[config.mk]
export PLATFORM = sky130hd
export DESIGN_NAME = mem_access_seq
export DESIGN_NICKNAME = d
export VERILOG_FILES = /design/src/rtl/mem_access_seq_pkg.sv /design/src/rtl/mem_access_seq_load_extend.sv /design/src/rtl/mem_access_seq.sv
export SDC_FILE = /design/constraint.sdc
export NUM_CORES = 1
export LEC_CHECK = 0
export ABC_AREA = 1
export BUFFER_PORTS_ARGS = -buffer_cell sky130_fd_sc_hd__buf_2
export CAP_MARGIN = 40
export CORE_MARGIN = 4
export CORE_UTILIZATION = 35
export CTS_BUF_LIST = sky130_fd_sc_hd__clkbuf_16
export CTS_CLUSTER_DIAMETER = 40
export DETAILED_ROUTE_END_ITERATION = 8
export GPL_ROUTABILITY_DRIVEN = 0
export MAX_ROUTING_LAYER = met4
export PLACE_DENSITY_LB_ADDON = 0.2
export SETUP_SLACK_MARGIN = 0.4
export SLEW_MARGIN = 10
export SYNTH_ARGS = -nofsm -noshare
export SYNTH_HDL_FRONTEND = slang
export SYNTH_SLANG_ARGS = --single-unit
[constraint.sdc]
create_clock -name clk -period 4.09 [get_ports clk]
set_input_delay 0.818 -clock clk [delete_from_list [all_inputs] [get_ports clk]]
set_output_delay 0.818 -clock clk [all_outputs]
set_load 0.01 [all_outputs]
[src/rtl/mem_access_seq_pkg.sv]
// Shared opcode constants, FSM encoding and opcode helpers for the load/store path.
package mem_pkg;

  localparam logic [5:0] OP_LB  = 6'h20;
  localparam logic [5:0] OP_LH  = 6'h21;
  localparam logic [5:0] OP_LW  = 6'h23;
  localparam logic [5:0] OP_LBU = 6'h24;
  localparam logic [5:0] OP_LHU = 6'h25;
  localparam logic [5:0] OP_SB  = 6'h28;
  localparam logic [5:0] OP_SH  = 6'h29;
  localparam logic [5:0] OP_SW  = 6'h2B;

  typedef enum logic [2:0] {
    ST_IDLE,
    ST_CHECK,
    ST_RD,
    ST_WR,
    ST_DONE
  } state_e;

  function automatic logic is_load(input logic [5:0] op);
    case (op)
      OP_LB, OP_LH, OP_LW, OP_LBU, OP_LHU: return 1'b1;
      default:                             return 1'b0;
    endcase
  endfunction

  function automatic logic is_store(input logic [5:0] op);
    case (op)
      OP_SB, OP_SH, OP_SW: return 1'b1;
      default:             return 1'b0;
    endcase
  endfunction

  // Halfword ops need an even address, word ops a word-aligned one.
  function automatic logic is_misaligned(input logic [5:0] op, input logic [1:0] a);
    case (op)
      OP_LH, OP_LHU, OP_SH: return a[0];
      OP_LW, OP_SW:         return (a != 2'b00);
      default:              return 1'b0;
    endcase
  endfunction

endpackage

[src/rtl/mem_access_seq_load_extend.sv]
// Byte/halfword lane select plus sign/zero extension of a loaded word.
module load_extend
  import mem_pkg::*;
(
  input  logic [31:0] data_i,
  input  logic [5:0]  op_i,
  input  logic [1:0]  addr_i,
  output logic [31:0] data_o
);

  logic [7:0]  byte_sel;
  logic [15:0] half_sel;

  // Pick the addressed lane, then extend according to the opcode.
  always_comb begin
    byte_sel = data_i[7:0];
    case (addr_i)
      2'd1:    byte_sel = data_i[15:8];
      2'd2:    byte_sel = data_i[23:16];
      2'd3:    byte_sel = data_i[31:24];
      default: byte_sel = data_i[7:0];
    endcase
    half_sel = addr_i[1] ? data_i[31:16] : data_i[15:0];
    data_o   = data_i;
    case (op_i)
      OP_LB:   data_o = {{24{byte_sel[7]}}, byte_sel};
      OP_LBU:  data_o = {24'h0, byte_sel};
      OP_LH:   data_o = {{16{half_sel[15]}}, half_sel};
      OP_LHU:  data_o = {16'h0, half_sel};
      default: data_o = data_i;
    endcase
  end

endmodule

[src/rtl/mem_access_seq.sv]
// Multicycle load/store sequencer: one access per handshake, sub-word stores
// done as read-modify-write against a byte-enable-less word memory.
module mem_access_seq
  import mem_pkg::*;
#(
  parameter int AW          = 32,
  parameter int MEM_TIMEOUT = 0
) (
  input  logic          clk,
  input  logic          rst,
  input  logic          req_valid,
  output logic          req_ready,
  input  logic [5:0]    op,
  input  logic [AW-1:0] addr,
  input  logic [31:0]   wdata,
  output logic          resp_valid,
  output logic [31:0]   rdata,
  output logic          err,
  output logic          mem_en,
  output logic          mem_we,
  output logic [AW-1:0] mem_addr,
  output logic [31:0]   mem_wdata,
  input  logic [31:0]   mem_rdata,
  input  logic          mem_ack
);

  localparam logic [31:0] TO_LAST = 32'(MEM_TIMEOUT - 1);

  state_e        state_q, state_d;
  logic [5:0]    op_q, op_d;
  logic [AW-1:0] addr_q, addr_d;
  logic [31:0]   wdata_q, wdata_d;
  logic [31:0]   rd_q, rd_d;
  logic [31:0]   mwd_q, mwd_d;
  logic          err_q, err_d;
  logic [31:0]   cnt_q, cnt_d;
  logic [31:0]   merged;
  logic [31:0]   ext_data;
  logic          timeout;

  load_extend u_ext (
    .data_i (rd_q),
    .op_i   (op_q),
    .addr_i (addr_q[1:0]),
    .data_o (ext_data)
  );

  // Address and write data come straight from registers, so they hold while mem_en is up.
  assign mem_addr  = {addr_q[AW-1:2], 2'b00};
  assign mem_wdata = mwd_q;
  assign timeout   = (MEM_TIMEOUT != 0) && (cnt_q == TO_LAST);

  // Splice the store data into the word just read back.
  always_comb begin
    merged = mem_rdata;
    if (op_q == OP_SB) begin
      case (addr_q[1:0])
        2'd0:    merged[7:0]   = wdata_q[7:0];
        2'd1:    merged[15:8]  = wdata_q[7:0];
        2'd2:    merged[23:16] = wdata_q[7:0];
        default: merged[31:24] = wdata_q[7:0];
      endcase
    end else if (addr_q[1]) begin
      merged[31:16] = wdata_q[15:0];
    end else begin
      merged[15:0] = wdata_q[15:0];
    end
  end

  // Next-state and output decode.
  always_comb begin
    state_d    = state_q;
    op_d       = op_q;
    addr_d     = addr_q;
    wdata_d    = wdata_q;
    rd_d       = rd_q;
    mwd_d      = mwd_q;
    err_d      = err_q;
    cnt_d      = cnt_q;
    req_ready  = 1'b0;
    resp_valid = 1'b0;
    rdata      = 32'h0;
    err        = 1'b0;
    mem_en     = 1'b0;
    mem_we     = 1'b0;
    case (state_q)
      ST_IDLE: begin
        req_ready = 1'b1;
        if (req_valid) begin
          op_d    = op;
          addr_d  = addr;
          wdata_d = wdata;
          err_d   = 1'b0;
          state_d = ST_CHECK;
        end
      end
      ST_CHECK: begin
        cnt_d = 32'h0;
        if ((!is_load(op_q) && !is_store(op_q)) || is_misaligned(op_q, addr_q[1:0])) begin
          err_d   = 1'b1;
          state_d = ST_DONE;
        end else if (op_q == OP_SW) begin
          mwd_d   = wdata_q;
          state_d = ST_WR;
        end else begin
          state_d = ST_RD;
        end
      end
      ST_RD: begin
        mem_en = 1'b1;
        if (mem_ack) begin
          rd_d  = mem_rdata;
          cnt_d = 32'h0;
          if (is_load(op_q)) begin
            state_d = ST_DONE;
          end else begin
            mwd_d   = merged;
            state_d = ST_WR;
          end
        end else if (timeout) begin
          err_d   = 1'b1;
          state_d = ST_DONE;
        end else begin
          cnt_d = cnt_q + 32'd1;
        end
      end
      ST_WR: begin
        mem_en = 1'b1;
        mem_we = 1'b1;
        if (mem_ack) begin
          state_d = ST_DONE;
        end else if (timeout) begin
          err_d   = 1'b1;
          state_d = ST_DONE;
        end else begin
          cnt_d = cnt_q + 32'd1;
        end
      end
      ST_DONE: begin
        resp_valid = 1'b1;
        err        = err_q;
        rdata      = (is_load(op_q) && !err_q) ? ext_data : 32'h0;
        state_d    = ST_IDLE;
      end
      default: state_d = ST_IDLE;
    endcase
  end

  // State and datapath registers; reset abandons any access in flight.
  always_ff @(posedge clk) begin
    if (rst) begin
      state_q <= ST_IDLE;
      op_q    <= 6'h0;
      addr_q  <= '0;
      wdata_q <= 32'h0;
      rd_q    <= 32'h0;
      mwd_q   <= 32'h0;
      err_q   <= 1'b0;
      cnt_q   <= 32'h0;
    end else begin
      state_q <= state_d;
      op_q    <= op_d;
      addr_q  <= addr_d;
      wdata_q <= wdata_d;
      rd_q    <= rd_d;
      mwd_q   <= mwd_d;
      err_q   <= err_d;
      cnt_q   <= cnt_d;
    end
  end

endmodule

Word level (Yosys, flattened, before mapping)
Cells that the tools add are included.
{ "classes": {"n_eq_ne": 22, "mux": 41, "reduce_logical": 22} }
{ "ops": {"columns": ["op", "count"], "rows": [
  ["32-bit 2-to-1 mux", 7],
  ["32-bit case mux with 4 select lines", 1],
  ["32-bit case mux with 2 select lines", 1],
  ["6-bit == test, second input constant", 8],
  ["16-bit 2-to-1 mux", 3],
  ["8-bit 2-to-1 mux", 4],
  ["8-bit case mux with 3 select lines", 1],
  ["1-bit 2-to-1 mux", 16],
  ["3-bit 2-to-1 mux", 5],
  ["2-bit != test, second input constant", 7],
  ["3-bit case mux with 4 select lines", 1],
  ["3-bit OR reduction", 3],
  ["3-bit by 2-bit == test with 1-bit output, second input constant", 2],
  ["3-bit AND reduction", 2],
  ["2-bit nonzero test", 3],
  ["5-bit AND reduction", 1],
  ["5-bit OR reduction", 1],
  ["2-bit == test, second input constant", 2],
  ["1-bit case mux with 2 select lines", 2],
  ["2-bit AND reduction", 2],
  ["2-bit OR reduction", 2],
  ["3-bit by 1-bit == test with 1-bit output, second input constant", 1],
  ["3-bit == test, second input constant", 1],
  ["1-bit logical NOT", 3],
  ["other kinds (5)", 6]
]} }
{ "totals": {"ff_bits": 138, "inputBits": 106, "output_inout_bits": 101} }

Logic depth before layout (Yosys ltp)
Gate-level depths: netlist (run 1).
{ "depth": {"word_depth": 9, "mapped_depth": 12, "mapped_depth_nobuf": 10} }

Hierarchy
A second synthesis (run 1) with hierarchy kept.
{ "unflattened": {"hier_cells": 1282, "hier_area_um2": 8142.8} }
{ "modules_own_cells": {"columns": ["module", "instances", "cells_each", "area_each_um2", "seq_area_each_um2"], "rows": [
  ["mem_access_seq", 1, 1087, 7125.6, 2762.6],
  ["load_extend", 1, 195, 1017.2, 0.0]
]} }

Worst setup path before layout (run 1)
No wires, ideal clock.
{ "synth_timing": {"path_type": "register to output", "startpoint": "register addr_q[1]", "endpoint": "output rdata[23]", "arrival_ns": 1.354, "required_time_ns": 3.272, "setup_slack_ns": 1.918, "stages_incl_launch_ff": 12, "n_path_buf": 3, "cell_sequence": "dfxtp_1 -> buf_4 -> inv_2 -> buf_6 -> nand2_2 -> nand2_1 -> nand2_2 -> nand4_4 -> a31oi_4 -> buf_6 -> nand2_1 -> inv_1"} }
{ "synth_between": {"elab_chain_len": 5} }
{ "synth_rtl": {"columns": ["element", "line", "source"], "rows": [
  ["start: declaration", "mem_access_seq.sv:31", "logic [AW-1:0] addr_q, addr_d;"],
  ["start signal: assignment", "mem_access_seq.sv:163", "addr_q <= addr_d;"],
  ["2-bit == test / 2-bit by 1-bit == test with 1-bit output (equally long branches)", "mem_access_seq_load_extend.sv:17", "case (addr_i)"],
  ["8-bit case mux with 3 select lines", "mem_access_seq_load_extend.sv:17", null],
  ["32-bit case mux with 4 select lines (*)", "mem_access_seq_load_extend.sv:25", "case (op_i)"],
  ["32-bit 2-to-1 mux (*)", "mem_access_seq.sv:142", "rdata = (is_load(op_q) && !err_q) ? ext_data : 32'h0;"],
  ["32-bit 2-to-1 mux (*)", "mem_access_seq.sv:86", "case (state_q)"],
  ["end: declaration", "mem_access_seq.sv:17", "output logic [31:0] rdata,"]
]} }
Every way passes the cells marked *; elsewhere a longest branch is shown, timed or not.

Worst setup path after layout (run 1)
{ "layout_timing": {"startpoint": "register addr_q[1]", "endpoint": "output rdata[28]"} }
The elaborated chain is that of the path after synthesis.

==> results.sh, run 1 <==
export IMPL_status="completed"
export IMPL_rr_worst_depth=9
export IMPL_max_vdd_ir_drop_uv=259
export IMPL_async_flop_share_pct=0
export IMPL_synth_edf_count=0
export IMPL_clkTransAtPathRegs_ns=0.06
export IMPL_synth_top_cell_area_share_pct=35.8
export IMPL_maxSlewViolCount=0
export IMPL_grt_overflow_total=0
export IMPL_hold_viol=0
export IMPL_port_buffers=204
export IMPL_post_cts_buffers=0
export IMPL_cts_sink_count=138
export IMPL_cts_hold_buf=0
export IMPL_drtAntennaViolNets=0
export IMPL_cap_viol_max_count=0
export IMPL_cts_tree="built"
export IMPL_dp_cells=1592
export IMPL_grt_usage_pct=21.5
export IMPL_critPathArrivalTime_ns=2.48
export IMPL_pin_count=207
export IMPL_synth_seq_cells=138
export IMPL_die_y_um=156
export IMPL_synthTopCellsByArea="dfxtp_1 (36%), nand2_1 (16%), o21ai_0 (9.5%)"
export IMPL_grt_max_degree=70
export IMPL_tns_ns=0
export IMPL_reg2reg_slack_ns=1.48
export IMPL_post_synth_inst_count=1211
export IMPL_antenna_found_initial=2
export IMPL_start_kind="register"
export IMPL_place_hpwl_mm=19.2
export IMPL_setup_slack_ns=0.796
export IMPL_synth_cell_types=29
export IMPL_clk_latency_ns=0.43
export IMPL_grt_setup_unrepaired="false"
export IMPL_grt_pass1_vias=7478
export IMPL_rr_startpoint="addr_q[0]"
export IMPL_drt_pass1_iterations=5
export IMPL_crit_type="register to output port"
export IMPL_first_iter_violations=564
export IMPL_synth_ff_type="dfxtp_1"
export IMPL_cp_max_fo=29
export IMPL_final_util_pct=41.8
export IMPL_drive_gt1_share_pct=20.9
export IMPL_period_needed_ns=3.29
export IMPL_yosys_warnings=0
export IMPL_grt_pass1_wl_mm=40.6
export IMPL_numCtsBuffers=17
export IMPL_cp_end_kind="output port"
export IMPL_hold_depth=2
export IMPL_p_leak_nw=4.24
export IMPL_num_vias=8184
export IMPL_cts_root_buf="clkbuf_16"
export IMPL_dpl_cell_area_um2=8520
export IMPL_routedWlPerCell_um=16.2
export IMPL_synthesis_area_um2=7710
export IMPL_avgViaCountPerCell=5.03
export IMPL_stdcell_count=1626
export IMPL_worstPathRequired_ns=3.27
export IMPL_clk_path_buf_depth=2
export IMPL_area_growth_pct=17.9
export IMPL_whs_endpoint="wdata_q[21]"
export IMPL_totalWireLength_mm=26.4
export IMPL_hold_start="wdata_q[21]"
export IMPL_hp_class="register to register"
export IMPL_synth_top_cell_by_area="dfxtp_1"
export IMPL_ys_seq_area_share_pct=35.8
export IMPL_worst_pin_slew_ns=0.815
export IMPL_die_area_um2=24500
export IMPL_drc=0
export IMPL_fin_area_um2=9090
export IMPL_fmax_mhz=304
export IMPL_powerDensity_nw_per_um2=423
export IMPL_die_width_um=156
export IMPL_setup_viol=0
export IMPL_core_um2=21800
export IMPL_fin_crit_sh_pct=80.5
export IMPL_fin_worst_skew_ns=0.00757
export IMPL_nNetsFinal=1437
export IMPL_rr_endpoint="mem_wdata[29]"
export IMPL_place_ws_ns=1.02
export IMPL_start_util_pct=35.4
export IMPL_cts_htree_levels=4
export IMPL_syn_avg_cell_area_um2=6.37
export IMPL_fp_row_count=54
export IMPL_slew_headroom_pct=45.5
## how the worst max path moves through the flow
stage / from / end / slack (ns) / cells past startpoint
2_1_floorplan: addr_q[1] / rdata[23] / 1.92 / 11
3_3_place_gp: op_q[4] / rdata[27] / 1.11 / 9
3_5_place_dp: op_q[4] / rdata[25] / 1.02 / 9
4_1_cts: op_q[4] / rdata[25] / 0.57 / 9
5_1_grt: addr_q[1] / rdata[25] / 0.53 / 9
6_report: addr_q[1] / rdata[28] / 0.80 / 9
## what timing repair did
action,in CTS,in global routing
setup endpoints to repair,0,23
resized for setup,0,1
hold endpoints to repair,0,0
## synthesized netlist by cell type (9+ instances only)
master    count
buf_4        41
inv_2        11
buf_2        33
nand3_1      94
inv_1        87
a21oi_1     133
o21ai_1       9
clkbuf_1     34
nor2_1      102
dfxtp_1     138
nand2_1     329
o21ai_0     146
## critical path, stage by stage, from the launching register on
cell     delay (ns)
dfxtp_2        0.61
inv_2          0.33
nand2_2        0.14
nand2_1        0.07
nand2_2        0.07
nand4_4        0.11
a31oi_4        0.41
nand2_1        0.10
inv_1          0.07
buf_2          0.12
## registers in the layout, summed over array words and instances (netlist names)
signal,count
mem_wdata,32
err_q,1
state_q,3
wdata_q,32
op_q,6
addr_q,32
rd_q,32
## routing by layer
layer | part of all wire [%] | GRT usage, % | vias to the layer above
met5 | 0 | - | -
met4 | 1.2 | 5.41 | 0
met3 | 9.5 | 6.17 | 27
met2 | 44 | 31.8 | 319
met1 | 45 | 29.0 | 3696
li1 | - | - | 4142
## area by class of cell
class / count / area, um2
Inverter: 100 / 375
Sequential cell: 138 / 2760
Clock inverter: 15 / 140
Timing Repair Buffer: 214 / 1120
Fill cell: 2415 / 12700
Clock buffer: 17 / 425
Tap cell: 280 / 350
Antenna cell: 2 / 5.00
Multi-Input combinational cell: 860 / 3910
## power breakdown
part           internal (mW)  leakage (nW)  switching, mW  total, mW
Sequential              1.44          1.13         0.0793       1.52
Combinational          0.262          2.85          0.562      0.824
Clock                  0.845         0.267          0.654       1.50
## kinds of logic after synthesis
logic type	share of synthesized area [%]
simple gates	30.1
flops	35.8
other cells	0.0486
buf+inv	13.5
compound gates	20.4
## layout by cell type, fill, tap and decap left out, types with 9 or more instances in the layout
master / Yosys / layout
buf_2: 33 / 204
nand3_1: 94 / 94
clkbuf_16: 0 / 17
nor2_1: 102 / 101
o21ai_1: 9 / 9
inv_2: 11 / 12
o21ai_0: 146 / 146
inv_1: 87 / 87
dfxtp_1: 138 / 137
a21oi_1: 133 / 133
nand2_1: 329 / 328
## stage by stage
stage | power [mW] | hold WS [ns]
4_1_cts | 3.87 | 0.453
3_3_place_gp | 2.37 | 0.443
2_1_floorplan | 2.16 | 0.425
3_5_place_dp | 2.37 | 0.444
5_1_grt | 4.04 | 0.473
6_report | 3.85 | 0.453
Note: power is estimated with default switching activity, not from simulation.
==> run 2, diff against run 1 <==
- ABC_AREA: 1 -> 0
- clock period: 4.09 -> 3 ns (I/O delays scaled with it)
==> run 2 against run 1 <==
Effect of this change:
- sequential power rose by 32%
- critical endpoint is now rdata[4]
- design area fell by 2.7%
- critical path depth fell by 4
- largest cell class unchanged
- sequential cell count did not move
- register-to-register slack got worse by 0.90 ns
- core utilization rose by 5.4 points
- first-iteration DRC count fell by 7.3%
- non-clock buffer count rose by 27
- critical path type unchanged
- total power rose by 26%
- cell count fell by 20%
- synthesized cell count fell by 26%
- sequential share of layout area rose by 1.1 points
==> results.sh, run 2 <==
export IMPL_ys_seq_area_share_pct=41.2
export IMPL_avgViaCountPerCell=5.20
export IMPL_setup_slack_ns=0.365
export IMPL_fin_worst_skew_ns=0.00841
export IMPL_routedWlPerCell_um=17.8
export IMPL_cp_end_kind="output port"
export IMPL_final_util_pct=47.2
export IMPL_grt_usage_pct=21.3
export IMPL_hold_viol=0
export IMPL_rr_startpoint="addr_q[0]"
export IMPL_cp_cell_sequence="or3b_4 > or3_4 > o221ai_1 > a21oi_1 > buf_2"
export IMPL_drc=0
export IMPL_die_width_um=146
export IMPL_drive_gt1_share_pct=33.0
export IMPL_cts_sink_count=138
export IMPL_synthTopCellsByCount="nand2_1 (222), a21oi_1 (146), dfxtp_1 (138), nor2_1 (94), clkbuf_1 (54)"
export IMPL_hold_depth=3
export IMPL_totalWireLength_mm=23.1
export IMPL_stdcell_count=1302
export IMPL_num_vias=6766
export IMPL_syn_avg_cell_area_um2=7.51
export IMPL_drt_pass1_iterations=4
export IMPL_place_ws_ns=0.555
export IMPL_numCtsBuffers=17
export IMPL_startpoint="op_q[5]"
export IMPL_post_synth_inst_count=893
export IMPL_cts_tree="built"
export IMPL_grt_pass1_vias=6333
export IMPL_p_leak_nw=3.59
export IMPL_reg2reg_slack_ns=0.58
export IMPL_hold_slack_ns=0.418
export IMPL_fillers=1891
export IMPL_seq_area_um2=2780
export IMPL_rr_worst_depth=6
export IMPL_grt_overflow_total=0
export IMPL_fin_area_um2=8850
export IMPL_place_hpwl_mm=16.7
export IMPL_drtAntennaViolNets=0
export IMPL_period_needed_ns=2.63
export IMPL_grt_setup_unrepaired="true"
export IMPL_first_iter_violations=523
export IMPL_maxSlewViolCount=0
export IMPL_slew_headroom_pct=56.6
export IMPL_clkTransAtPathRegs_ns=0.06
export IMPL_synth_cell_types=45
export IMPL_synth_seq_cells=138
export IMPL_cap_viol_max_count=0
export IMPL_grt_pass1_wl_mm=35.6
export IMPL_core_um2=18800
export IMPL_clk_latency_ns=0.41
export IMPL_antennaDiodeCount=0
export IMPL_cts_htree_levels=4
export IMPL_worst_pin_slew_ns=0.647
export IMPL_hp_class="primary input to register"
export IMPL_nNetsFinal=1161
export IMPL_yosysMostFrequentCell="nand2_1"
export IMPL_synthesis_area_um2=6710
export IMPL_async_flop_share_pct=0
export IMPL_synth_ff_type="dfxtp_1"
export IMPL_synth_edf_count=0
export IMPL_hold_start="addr[23]"
export IMPL_crit_type="register to output port"
export IMPL_clk_path_buf_depth=2
export IMPL_die_y_um=146
export IMPL_grt_max_degree=83
export IMPL_port_buffers=204
export IMPL_multi_input_area_um2=3650
export IMPL_area_growth_pct=32.0
export IMPL_start_kind="register"
export IMPL_fmax_mhz=380
export IMPL_total_power_mw=4.86
export IMPL_max_vdd_ir_drop_uv=374
export IMPL_synth_top_cell_area_share_pct=41.2
export IMPL_powerDensity_nw_per_um2=549
export IMPL_dpl_cell_area_um2=7700
export IMPL_antenna_found_initial=0
export IMPL_cts_root_buf="clkbuf_16"
export IMPL_dp_cells=1252
export IMPL_final_common_cell="nand2_1"
export IMPL_fp_row_count=50
export IMPL_cp_max_fo=7
export IMPL_cp_slowest_stage_delay_ns=0.41
export IMPL_synthTopCellsByArea="dfxtp_1 (41%), nand2_1 (12%), a21oi_1 (11%)"
export IMPL_final_cell_mix="nand2_1 (220), buf_2 (195), a21oi_1 (142)"
export IMPL_critPathArrivalTime_ns=2.03
export IMPL_pin_count=207
export IMPL_status="completed"
export IMPL_start_util_pct=35.7
export IMPL_tns_ns=0
export IMPL_synth_top_cell_by_area="dfxtp_1"
export IMPL_setup_viol=0
export IMPL_die_area_um2=21400
export IMPL_crit_slowest_cell="or3b_4"
export IMPL_fin_crit_sh_pct=87.8
export IMPL_yosys_warnings=0
export IMPL_worstPathRequired_ns=2.40
run 2: cell families (layout without fill, tap and decap cells):
family | Yosys count | count (layout) | synth area share (%)
AO/OA/AOI/OAI | 245 | 245 | 22.3
buffers and inverters | 113 | 286 | 8.56
multiplexers | 31 | 31 | 4.96
other | 1 | 2 | 0.0559
flip-flops | 138 | 138 | 41.2
AND/OR/NAND/NOR | 365 | 366 | 23.0
run 2: cell type report:
cell class                      count  area share (%)
Multi-Input combinational cell    644            41.2
Sequential cell                   138            31.4
Timing Repair Buffer              241            16.5
Clock buffer                       17            4.80
Tap cell                          234            3.31
Clock inverter                     15            2.12
Inverter                           12           0.551
Timing Repair inverter              1          0.0848
run 2: timing repair:
| item | 4_1_cts | 5_1_grt |
|---|---|---|
| resized for setup | 40 | 56 |
| hold buffers | 0 | 0 |
| pin swaps | 22 | 9 |
| cloned | 2 | 3 |
| setup buffers | 5 | 8 |
| endpoints found under the setup margin | 32 | 32 |
run 2: path summary, 6_finish.rpt:
path,endpoint
worst min-delay path,addr_q[23]
worst max register to register,mem_wdata[31]
worst max-delay path,rdata[4]
worst min register to register,addr_q[24]
run 2: where the power goes:
group	switching [mW]	internal (mW)	total, mW
clock network	0.858	1.32	2.18
registers	0.0802	1.92	2.00
logic	0.414	0.267	0.681
run 2: critical path: cells and delay by family, from the launching register on:
kind                   cells  cell delay, ns
and+or+nand+nor            2            0.82
DFF                        1            0.38
AOI/OAI and AO/OA          2            0.27
buffers and inverters      1            0.15
run 2: layer usage:
layer / wire length (um) / track usage [%]
met1: 10500 / 28.2
met2: 11100 / 34.1
met3: 1380 / 4.47
met4: 162 / 3.95
met5: 0 / -
==> run 3, diff against run 2 <==
- CELL_PAD_IN_SITES_DETAIL_PLACEMENT: not set -> 0
- CELL_PAD_IN_SITES_GLOBAL_PLACEMENT: not set -> 1
- CORE_UTILIZATION: 35 -> 33
- CTS_BUF_LIST: sky130_fd_sc_hd__clkbuf_16 -> not set
- clock period: 3 -> 2.17 ns (I/O delays scaled with it)
==> run 3 against run 2 <==
Effect of this change:
- via count rose by 2.9%
- clock power rose by 32%
- register-to-register slack got worse by 0.71 ns
- setup slack got worse by 0.78 ns
- largest power group unchanged
- critical endpoint is now rdata[24]
- core utilization rose by 3.9 points
- clock-buffer cell count rose by 2
- non-clock buffer count rose by 52
- cell count rose by 6.5%
- first-iteration DRC count fell by 11%
- die area rose by 5.7%
- sequential cell count did not move
- critical path type unchanged
- the run now ends with negative setup slack left
- sequential power rose by 38%
==> results.sh, run 3 (same netlist as run 2, synthesis figures left out) <==
export IMPL_status="complete, but fails checks"
export IMPL_violations="negative setup slack"
export IMPL_start_kind="register"
export IMPL_crit_type="register to output port"
export IMPL_hold_viol=0
export IMPL_setup_slack_ns=-0.418
export IMPL_setup_viol=63
export IMPL_rr_worst_depth=10
export IMPL_port_buffers=204
export IMPL_cp_end_kind="output port"
export IMPL_cts_root_buf="clkbuf_16"
export IMPL_grt_setup_unrepaired="true"
export IMPL_cts_hold_buf=0
export IMPL_final_cell_mix="nand2_1 (219), buf_2 (194), a21oi_1 (129)"
export IMPL_clkTransAtPathRegs_ns=0.06
export IMPL_nNetsFinal=1212
export IMPL_max_vdd_ir_drop_uv=620
export IMPL_seqPwrFrac_pct=41.1
export IMPL_swShare_pct=28.6
export IMPL_cts_htree_levels=4
export IMPL_die_y_um=151
export IMPL_worstPathRequired_ns=1.74
export IMPL_clockPowerShare_pct=42.6
export IMPL_hold_slack_ns=0.229
export IMPL_drc=0
export IMPL_fin_crit_sh_pct=119
export IMPL_worstSetupEndpoint="rdata[24]"
export IMPL_drt_pass1_iterations=4
export IMPL_rr_startpoint="addr_q[0]"
export IMPL_grt_usage_pct=22.3
export IMPL_clk_latency_ns=0.44
export IMPL_area_growth_pct=50.1
export IMPL_clk_path_buf_depth=2
export IMPL_final_common_cell="nand2_1"
export IMPL_cts_sink_count=138
export IMPL_grt_max_degree=63
export IMPL_grt_pass1_wl_mm=37.6
export IMPL_cp_max_fo=8
export IMPL_reg2reg_slack_ns=-0.13
export IMPL_drtAntennaViolNets=0
export IMPL_slew_headroom_pct=48.9
export IMPL_p_sw_mw=1.92
export IMPL_drive_gt1_share_pct=42.3
export IMPL_p_int_mw=4.80
export IMPL_totalWireLength_mm=25.2
export IMPL_numCtsBuffers=17
export IMPL_num_vias=6963
export IMPL_die_area_um2=22700
export IMPL_period_needed_ns=2.59
export IMPL_startpoint="addr_q[0]"
export IMPL_p_leak_nw=4.05
export IMPL_fmax_mhz=386
export IMPL_first_iter_violations=463
export IMPL_final_util_pct=51.0
export IMPL_critPathArrivalTime_ns=2.15
export IMPL_powerDensity_nw_per_um2=668
export IMPL_core_um2=19700
export IMPL_worst_pin_slew_ns=0.766
export IMPL_maxSlewViolCount=0
export IMPL_cap_viol_max_count=0
export IMPL_die_width_um=151
export IMPL_fin_worst_skew_ns=0.0195
export IMPL_cts_tree="built"
export IMPL_grt_overflow_total=0
export IMPL_hp_class="primary input to register"
export IMPL_pin_count=207
export IMPL_start_util_pct=34.0
export IMPL_avgViaCountPerCell=5.02
export IMPL_place_hpwl_mm=17.5
export IMPL_fp_row_count=51
export IMPL_antenna_found_initial=2
export IMPL_p_comb_share_pct=16.3
export IMPL_grt_pass1_vias=6604
export IMPL_rr_endpoint="mem_wdata[3]"
export IMPL_routedWlPerCell_um=18.2
run 3: cell types whose count changed in the layout (fill, tap and decap cells not counted), moves of 13 or more:
cell / before / now
a211oi_2: 4 / 17
buf_6: 12 / 26
a211oi_1: 20 / 1
a21oi_1: 142 / 129
nor2_1: 80 / 65
buf_4: 27 / 49
run 3: area by class of cell:
cell class / count / area [um2]
fillers: 1979 / 9650
multi-input cells: 644 / 4130
flip-flops and latches: 138 / 2790
repair buffers: 293 / 2180
clock buffers: 19 / 433
well taps: 265 / 332
clock inverters: 13 / 141
inverters: 12 / 48.8
diodes: 2 / 5.00
run 3: worst min-delay path by stage:
stage	slack [ns]	endpoint	cells past startpoint	from
3_3_place_gp	0.44	addr_q[22]	2	addr_q[22]
3_5_place_dp	0.44	addr_q[11]	2	addr_q[11]
6_report	0.23	addr_q[15]	3	addr[15]
4_1_cts	0.21	addr_q[16]	3	addr[16]
2_1_floorplan	0.44	addr_q[10]	2	addr_q[10]
5_1_grt	0.22	addr_q[15]	3	addr[15]
run 3: worst max-delay path, cell delays in order (launching register included):
cell and delay [ns]:
dfxtp_4 0.35, mux4_2 0.53, nand2b_4 0.10, buf_6 0.10
a21oi_4 0.05, o21ai_2 0.16, buf_6 0.14, buf_16 0.14
nor2_2 0.03, buf_2 0.13
run 3: per-stage QoR:
stage          std cells  worst slack, ns  cell area [um2]  setup TNS, ns  power (mW)
2_1_floorplan        894            0.119             7000              0        3.41
3_3_place_gp        1314          -0.0281             8290         -0.177        3.77
3_5_place_dp        1314          -0.0415             8290         -0.270        3.77
4_1_cts             1370           -0.415             9660         -11.81        6.73
5_1_grt             1386           -0.495            10100         -18.92        7.01
6_report            1386           -0.418            10100         -14.15        6.73
run 3: routing by layer:
layer | share of wire [%] | vias to the layer above | GRT usage [%]
li1 | - | 3445 | -
met1 | 45 | 3300 | 28.9
met2 | 48 | 190 | 34.9
met3 | 4.9 | 28 | 4.67
met4 | 1.8 | 0 | 7.04
met5 | 0 | - | -
run 3: power by group through the flow:
| stage | clock network [mW] | registers [mW] | logic [mW] |
|---|---|---|---|
| detailed placement | 0 | 2.81 | 0.960 |
| global placement | 0 | 2.81 | 0.960 |
| floorplan | 0 | 2.78 | 0.634 |
| CTS | 2.92 | 2.76 | 1.05 |
| global route | 3.03 | 2.78 | 1.19 |
| finish | 2.87 | 2.76 | 1.10 |
run 3: repair_timing:
item | in CTS | in global routing
resized for setup | 97 | 66
endpoints found under the setup margin | 67 | 82
pin swaps | 30 | 27
hold endpoints to repair | 0 | 0
setup buffers | 14 | 14
cloned | 10 | 0
